File: config.mk
export PLATFORM = sky130hd
export DESIGN_NAME = pulse_spacer
export DESIGN_NICKNAME = d
export VERILOG_FILES = /design/src/rtl/pulse_spacer.sv
export SDC_FILE = /design/constraint.sdc
export NUM_CORES = 1
export LEC_CHECK = 0
export ABC_AREA = 1
export CAP_MARGIN = 10
export CORE_AREA = 2 2 39 41
export CTS_BUF_LIST = sky130_fd_sc_hd__clkbuf_2 sky130_fd_sc_hd__clkbuf_4 sky130_fd_sc_hd__clkbuf_8
export DETAILED_ROUTE_END_ITERATION = 16
export DIE_AREA = 0 0 41 43
export PLACE_DENSITY = 0.75
export SLEW_MARGIN = 0
export SYNTH_ARGS = -nofsm -noshare
export SYNTH_HDL_FRONTEND = slang
export SYNTH_SLANG_ARGS = --single-unit
export TNS_END_PERCENT = 30
File: constraint.sdc
create_clock -name clk1 -period 3.6 [get_ports clk1]
set_input_delay 0.72 -clock clk1 [delete_from_list [all_inputs] [get_ports clk1]]
set_output_delay 0.72 -clock clk1 [all_outputs]
set_load 0.005 [all_outputs]
File: src/rtl/pulse_spacer.sv
// Rate limiter for pulse_synchronizer: queues incoming event pulses and re-emits
// them one at a time with at least MIN_GAP idle clk1 cycles between outputs.
module pulse_spacer #(
  parameter int CNT_W   = 4,
  parameter int MIN_GAP = 3
) (
  input  logic             clk1,
  input  logic             rst_n,
  input  logic             in,
  input  logic             clr_ovf,
  output logic             out,
  output logic [CNT_W-1:0] pending,
  output logic             busy,
  output logic             overflow
);

  localparam logic [CNT_W-1:0] MAX_PEND = '1;
  localparam int GAP_W = (MIN_GAP > 1) ? $clog2(MIN_GAP) : 1;
  localparam logic [GAP_W-1:0] GAP_LOAD = GAP_W'(MIN_GAP - 1);

  typedef enum logic [1:0] {
    IDLE,
    PULSE,
    GAP
  } state_t;

  state_t           state;
  state_t           state_nxt;
  logic [GAP_W-1:0] gap_cnt;
  logic [GAP_W-1:0] gap_nxt;
  logic             dec;
  logic             accept;
  logic             drop;

  always_ff @(posedge clk1) begin
    if (!rst_n) begin
      state   <= IDLE;
      gap_cnt <= '0;
    end else begin
      state   <= state_nxt;
      gap_cnt <= gap_nxt;
    end
  end

  // dec marks the edge on which a queued event is committed to an output pulse
  always_comb begin
    state_nxt = state;
    gap_nxt   = gap_cnt;
    dec       = 1'b0;
    unique case (state)
      IDLE: begin
        if (pending != '0) begin
          state_nxt = PULSE;
          dec       = 1'b1;
        end
      end
      PULSE: begin
        state_nxt = GAP;
        gap_nxt   = GAP_LOAD;
      end
      GAP: begin
        if (gap_cnt != '0) begin
          gap_nxt = gap_cnt - GAP_W'(1);
        end else if (pending != '0) begin
          state_nxt = PULSE;
          dec       = 1'b1;
        end else begin
          state_nxt = IDLE;
        end
      end
      default: state_nxt = IDLE;
    endcase
  end

  // A full queue still accepts an event when a slot frees up on the same edge
  assign accept = in & ((pending != MAX_PEND) | dec);
  assign drop   = in & ~accept;

  always_ff @(posedge clk1) begin
    if (!rst_n) begin
      pending  <= '0;
      overflow <= 1'b0;
    end else begin
      if (accept && !dec) begin
        pending <= pending + CNT_W'(1);
      end else if (dec && !accept) begin
        pending <= pending - CNT_W'(1);
      end
      if (drop) begin
        overflow <= 1'b1;
      end else if (clr_ovf) begin
        overflow <= 1'b0;
      end
    end
  end

  always_comb begin
    out  = (state == PULSE);
    busy = (pending != '0) | (state != IDLE);
  end

endmodule
# After elaboration in Yosys (flattened, before gate mapping)
# Cells that the tools add are included.
# Widths: inputs -> output; s select.
# op_classes
eq_ne	6
order_cmp	0
n_shift	0
mux	13
multipliers	0
bitwise	5
reduce_logical	13
addsub	3
div	0
# ops
cell	count
$reduce_bool 2->1	5
$mux 4	2
$mux 2	3
$ne 2x2->1 const B	3
$pmux 2 s3	1
$mux 1	5
$add 4x1->4 const B	1
$ne 4x4->1 const B	1
$pmux 2 s2	1
$reduce_and 2->1	2
$reduce_bool 4->1	1
$sub 4x1->4 const B	1
$and 1x1->1	2
$eq 2x1->1 const B	1
$eq 2x2->1 const B	1
$logic_and 1x1->1	2
$logic_not 1->1	2
$logic_not 2->1	1
$or 1x1->1	2
$pmux 1 s2	1
$sub 2x1->2 const B	1
$not 1->1	1
# word_totals
ramBits	0
register_bits	9
output_inout_bits	7
rom_bits	0
memories	0
latch_bits	0

# Logic depth before layout (Yosys ltp)
# depth
depth_word	10
ltp_mapped	16
depth_no_buf	16

# Worst setup path before layout
# Ideal clock, no wire load.
# synth_path
kind	register to register
from	reg gap_cnt[0]
to	reg pending[3]
arrival_ps	1906
path_slack_ps	1628
period_less_slack_ps	1972
path_stages_with_launch	16
path_buffers	0
required_ps	3534
cell_sequence	dfxtp_1 inv_1 ha_1 inv_1 a21oi_2 nor2_2 nor2_1 ha_1 inv_1 ha_1 or2_1 nand2_1 nand2_1 nand2_1 nand2_1 a21oi_2
# synth_between
elab_chain_len	8
elab_cells_between_ends	11
cone_classes	mux (3); bitwise (2); reduce/logical (6)
# synth_rtl
element	line_no	text
from (decl)	29	logic [GAP_W-1:0] gap_cnt;
from (signal assigned)	41	gap_cnt <= gap_nxt;
$reduce_bool 2->1 (*)	62	if (gap_cnt != '0) begin
$mux 1 (*)	62	
$pmux 1 s2 (*)	50	unique case (state)
$or 1x1->1	76	assign accept = in & ((pending != MAX_PEND) | dec);
$and 1x1->1	76	
$logic_not 1->1	86	end else if (dec && !accept) begin
$logic_and 1x1->1	86	
$reduce_bool 2->1 (no source line)	-	
to (signal assigned)	85	pending <= pending + CNT_W'(1);
to (signal assigned)	87	pending <= pending - CNT_W'(1);
to (decl)	12	output logic [CNT_W-1:0] pending,
# Every way passes the cells marked *; elsewhere a longest branch is shown, timed or not.
# A chain may end at the register's enable or synchronous reset.

# Worst setup path in the final report
# layout_path
from	in in
to	reg pending[3]
# layout_between
elab_chain_len	4
elab_cells_between_ends	6
cone_classes	mux (1); bitwise (1); reduce/logical (4)
# layout_rtl
element	line_no	text
from (decl)	9	input logic in,
$and 1x1->1 (*)	76	
$logic_not 1->1	86	
$logic_and 1x1->1	86	
$reduce_bool 2->1 (no source line)	-	
# Marks and branches as above.

==> out/metrics.csv <==
stage,metric,value,unit
min_path,min_path_type,flop to flop,
critical_path,crit_arrival,2.48,ns
global_route,grt_pass1_vias,407,
global_route,grt.total_usage,13.9,%
clocking,cts_tree,done,
power_and_ir_drop,p_leak,0.308,nW
die,rows,14,
power_and_ir_drop,vdd_drop_max,0.406,mV
die,die_height,43,um
place,place_congestion,0.728,
logic_synthesis,synth_area,524,sq um
critical_path,r2r_cells,15,
clocking,htreeDepth,1,
sta,post-route-min-period,2.27,ns
sta,setup_viol,0,
sta,final.setup.tns,0,ns
sta,fin_crit_sh,63.1,%
critical_path,reg2reg_to,pending[3],
cells_and_area,fillers,135,
logic_synthesis,syn_nets,81,
clocking,cts-resized-gates,0,
logic_synthesis,syn-instance-count,72,
critical_path,cp-end-kind,flop,
cells_and_area,fin_nets,96,
sta,relSlewSlack,81.8,%
logic_synthesis,ys_ff_latch,9,
cells_and_area,syn_to_final_growth,28.6,%
die,core_area,1380,sq um
power_and_ir_drop,power_density,860,nW/um^2
sta,hold_violations,0,
global_route,grt_pass1_wl,1650,um
run,drv_cap,0,
clocking,cts-root-buf,clkbuf_4,
critical_path,cp.required,3.80,ns
cells_and_area,drive_gt1_share,15.1,%
die,die_w,41,um
critical_path,r2r_start,gap_cnt[0],
critical_path,slowest_stage,clkdlybuf4s50_1,
global_route,grt-ovfl-total,0,
sta,slew_violations,0,
die,pin_count,11,
global_route,grt_max_degree,8,
cells_and_area,final_cells,102,
logic_synthesis,synthDistinctLibCells,19,
cells_and_area,diodes,0,
logic_synthesis,synth_warnings,0,
clocking,clk_pin_slew,0.06,ns
routing,detail-route-antenna-nets,0,
clocking,numCtsBuffers,3,
critical_path,cp-startpoint,in,
clocking,hold_buffers,0,
sta,worst_slew_pin_slew,0.272,ns
place,hpwl,737,um
routing,vias,471,
global_route,grt_antenna_before_repair,0,
sta,rsz0062_at_grt,no,
clocking,clock_latency,0.27,ns
cells_and_area,multiInputGateArea,284,sq um
routing,dr.pass1.iters,4,
logic_synthesis,yosysSeqAreaShare,34.4,%
critical_path,cp_common_cell,nand2_1,
critical_path,start_kind,input pin,
clocking,numClockSinks,9,
min_path,hold_start,gap_cnt[0],
logic_synthesis,syn_avg_cell_area,7.28,sq um
sta,max_freq,440,MHz
die,design.die.area,1760,sq um
routing,first_iter_violations,9,
critical_path,path_cells,"clkdlybuf4s50_1, inv_1, nor2_1, ha_1, inv_1, ha_1, or2_1, nand2_1, nand2_1, nand2_1, nand2_1, a21oi_2",
clocking,cts_setup_buffers,0,
place,placed_cells,98,
die,initial_core_util,37.9,%
critical_path,critPathMaxStageDelay,0.47,ns
place,portBuffers,10,
routing,wl_per_cell,9.49,um
routing,post_drt_via_cell_ratio,4.62,
sta,clock_skew,0.00526,ns
critical_path,worstPathMaxFanout,4,
clocking,clockBufferDepth,2,
routing,drt-total-wl,968,um
critical_path,r2r_setup_slack,1.47,ns
outcome,status,finished clean,
critical_path,crit_end,pending[3],
cells_and_area,seqCellArea,180,sq um
routing,drt_drc_violations_left,0,
critical_path,crit_type,input pin to flop,
worst min path at each step:
stage                       to  slack (ns)  depth (start not counted)
floorplan           gap_cnt[0]        0.43                          1
global placement    gap_cnt[0]        0.44                          1
detailed placement  gap_cnt[0]        0.45                          1
CTS                 gap_cnt[0]        0.46                          1
global route        gap_cnt[0]        0.47                          1
finish              gap_cnt[0]        0.45                          1
stage by stage:
step	cell area, sq um	power [W]	hold slack, ns	setup slack, ns	util (%)
after floorplan	524	0.000389	0.428	1.63	-
final	674	0.000580	0.452	1.33	48.7
after global routing	674	0.000642	0.474	1.17	48.7
after global placement	644	0.000483	0.441	1.10	46.6
after detailed placement	644	0.000497	0.448	1.05	46.6
after CTS	674	0.000585	0.456	1.33	48.7
state kept, by name, summed over array words and instances (netlist names):
name,cells
gap_cnt,2
overflow,1
pending,4
state,2
placed cells by master, fill, tap and decap left out:
cell type and instances:
xor2_1 1, nor2_1 8, nor2_2 1, fa_1 1, clkdlybuf4s50_1 10, nand3b_1 1
or2_1 1, nand2_1 13, inv_1 12, clkbuf_4 4, clkinv_1 1, a21oi_2 3
ha_1 4, o21ai_2 1, nand3_2 1, a21oi_1 4, nand4_1 1, inv_2 3
o21ai_1 5, nand3_1 2, dfxtp_1 9
layer usage:
metal | global-route usage (%) | wire length [um] | up-vias
li1 | - | - | 254
met1 | 18.7 | 445 | 203
met2 | 18.8 | 446 | 11
met3 | 4.71 | 53 | 3
met4 | 8.00 | 22 | 0
met5 | 0 | 0 | -
where the power goes:
group | internal (W) | switching, W | total, W
registers | 0.000132 | 0.0000400 | 0.000172
clock network | 0.0000503 | 0.0000359 | 0.0000862
logic | 0.000154 | 0.000168 | 0.000322
synth_stat cells:
cell      instances  area, sq um
inv_1            12         45.0
nand3b_1          1         7.51
ha_1              4         50.1
o21ai_1           5         25.0
fa_1              1         20.0
nand3_1           2         10.0
nand3_2           1         10.0
dfxtp_1           9          180
nor2_2            1         6.26
a21oi_2           3         26.3
clkinv_1          1         3.75
o21ai_2           1         8.76
nand2_1          13         48.8
xor2_1            1         8.76
or2_1             1         6.26
inv_2             3         11.3
a21oi_1           4         20.0
nor2_1            8         30.0
nand4_1           1         6.26
kinds of logic after synthesis:
family | Yosys count | synth area share (%)
compound gates | 13 | 15.3
xor+xnor | 1 | 1.67
fa+ha+maj | 5 | 13.4
buf+inv | 16 | 11.5
flops | 9 | 34.4
simple gates | 28 | 23.9
critical path, delay by kind of cell:
family | cells | cell delay [ns]
AO/OA/AOI/OAI | 1 | 0.11
adder cells (fa/ha/maj) | 2 | 0.48
AND/OR/NAND/NOR | 6 | 0.56
buffers and inverters | 3 | 0.60
layout make-up:
type | count | share of cell area [%]
Timing Repair Buffer | 10 | 14.8
Inverter | 16 | 8.91
Multi-Input combinational cell | 47 | 42.1
Sequential cell | 9 | 26.7
Clock buffer | 4 | 4.45
Tap cell | 16 | 2.97
Power figures use the tool's default switching activity.
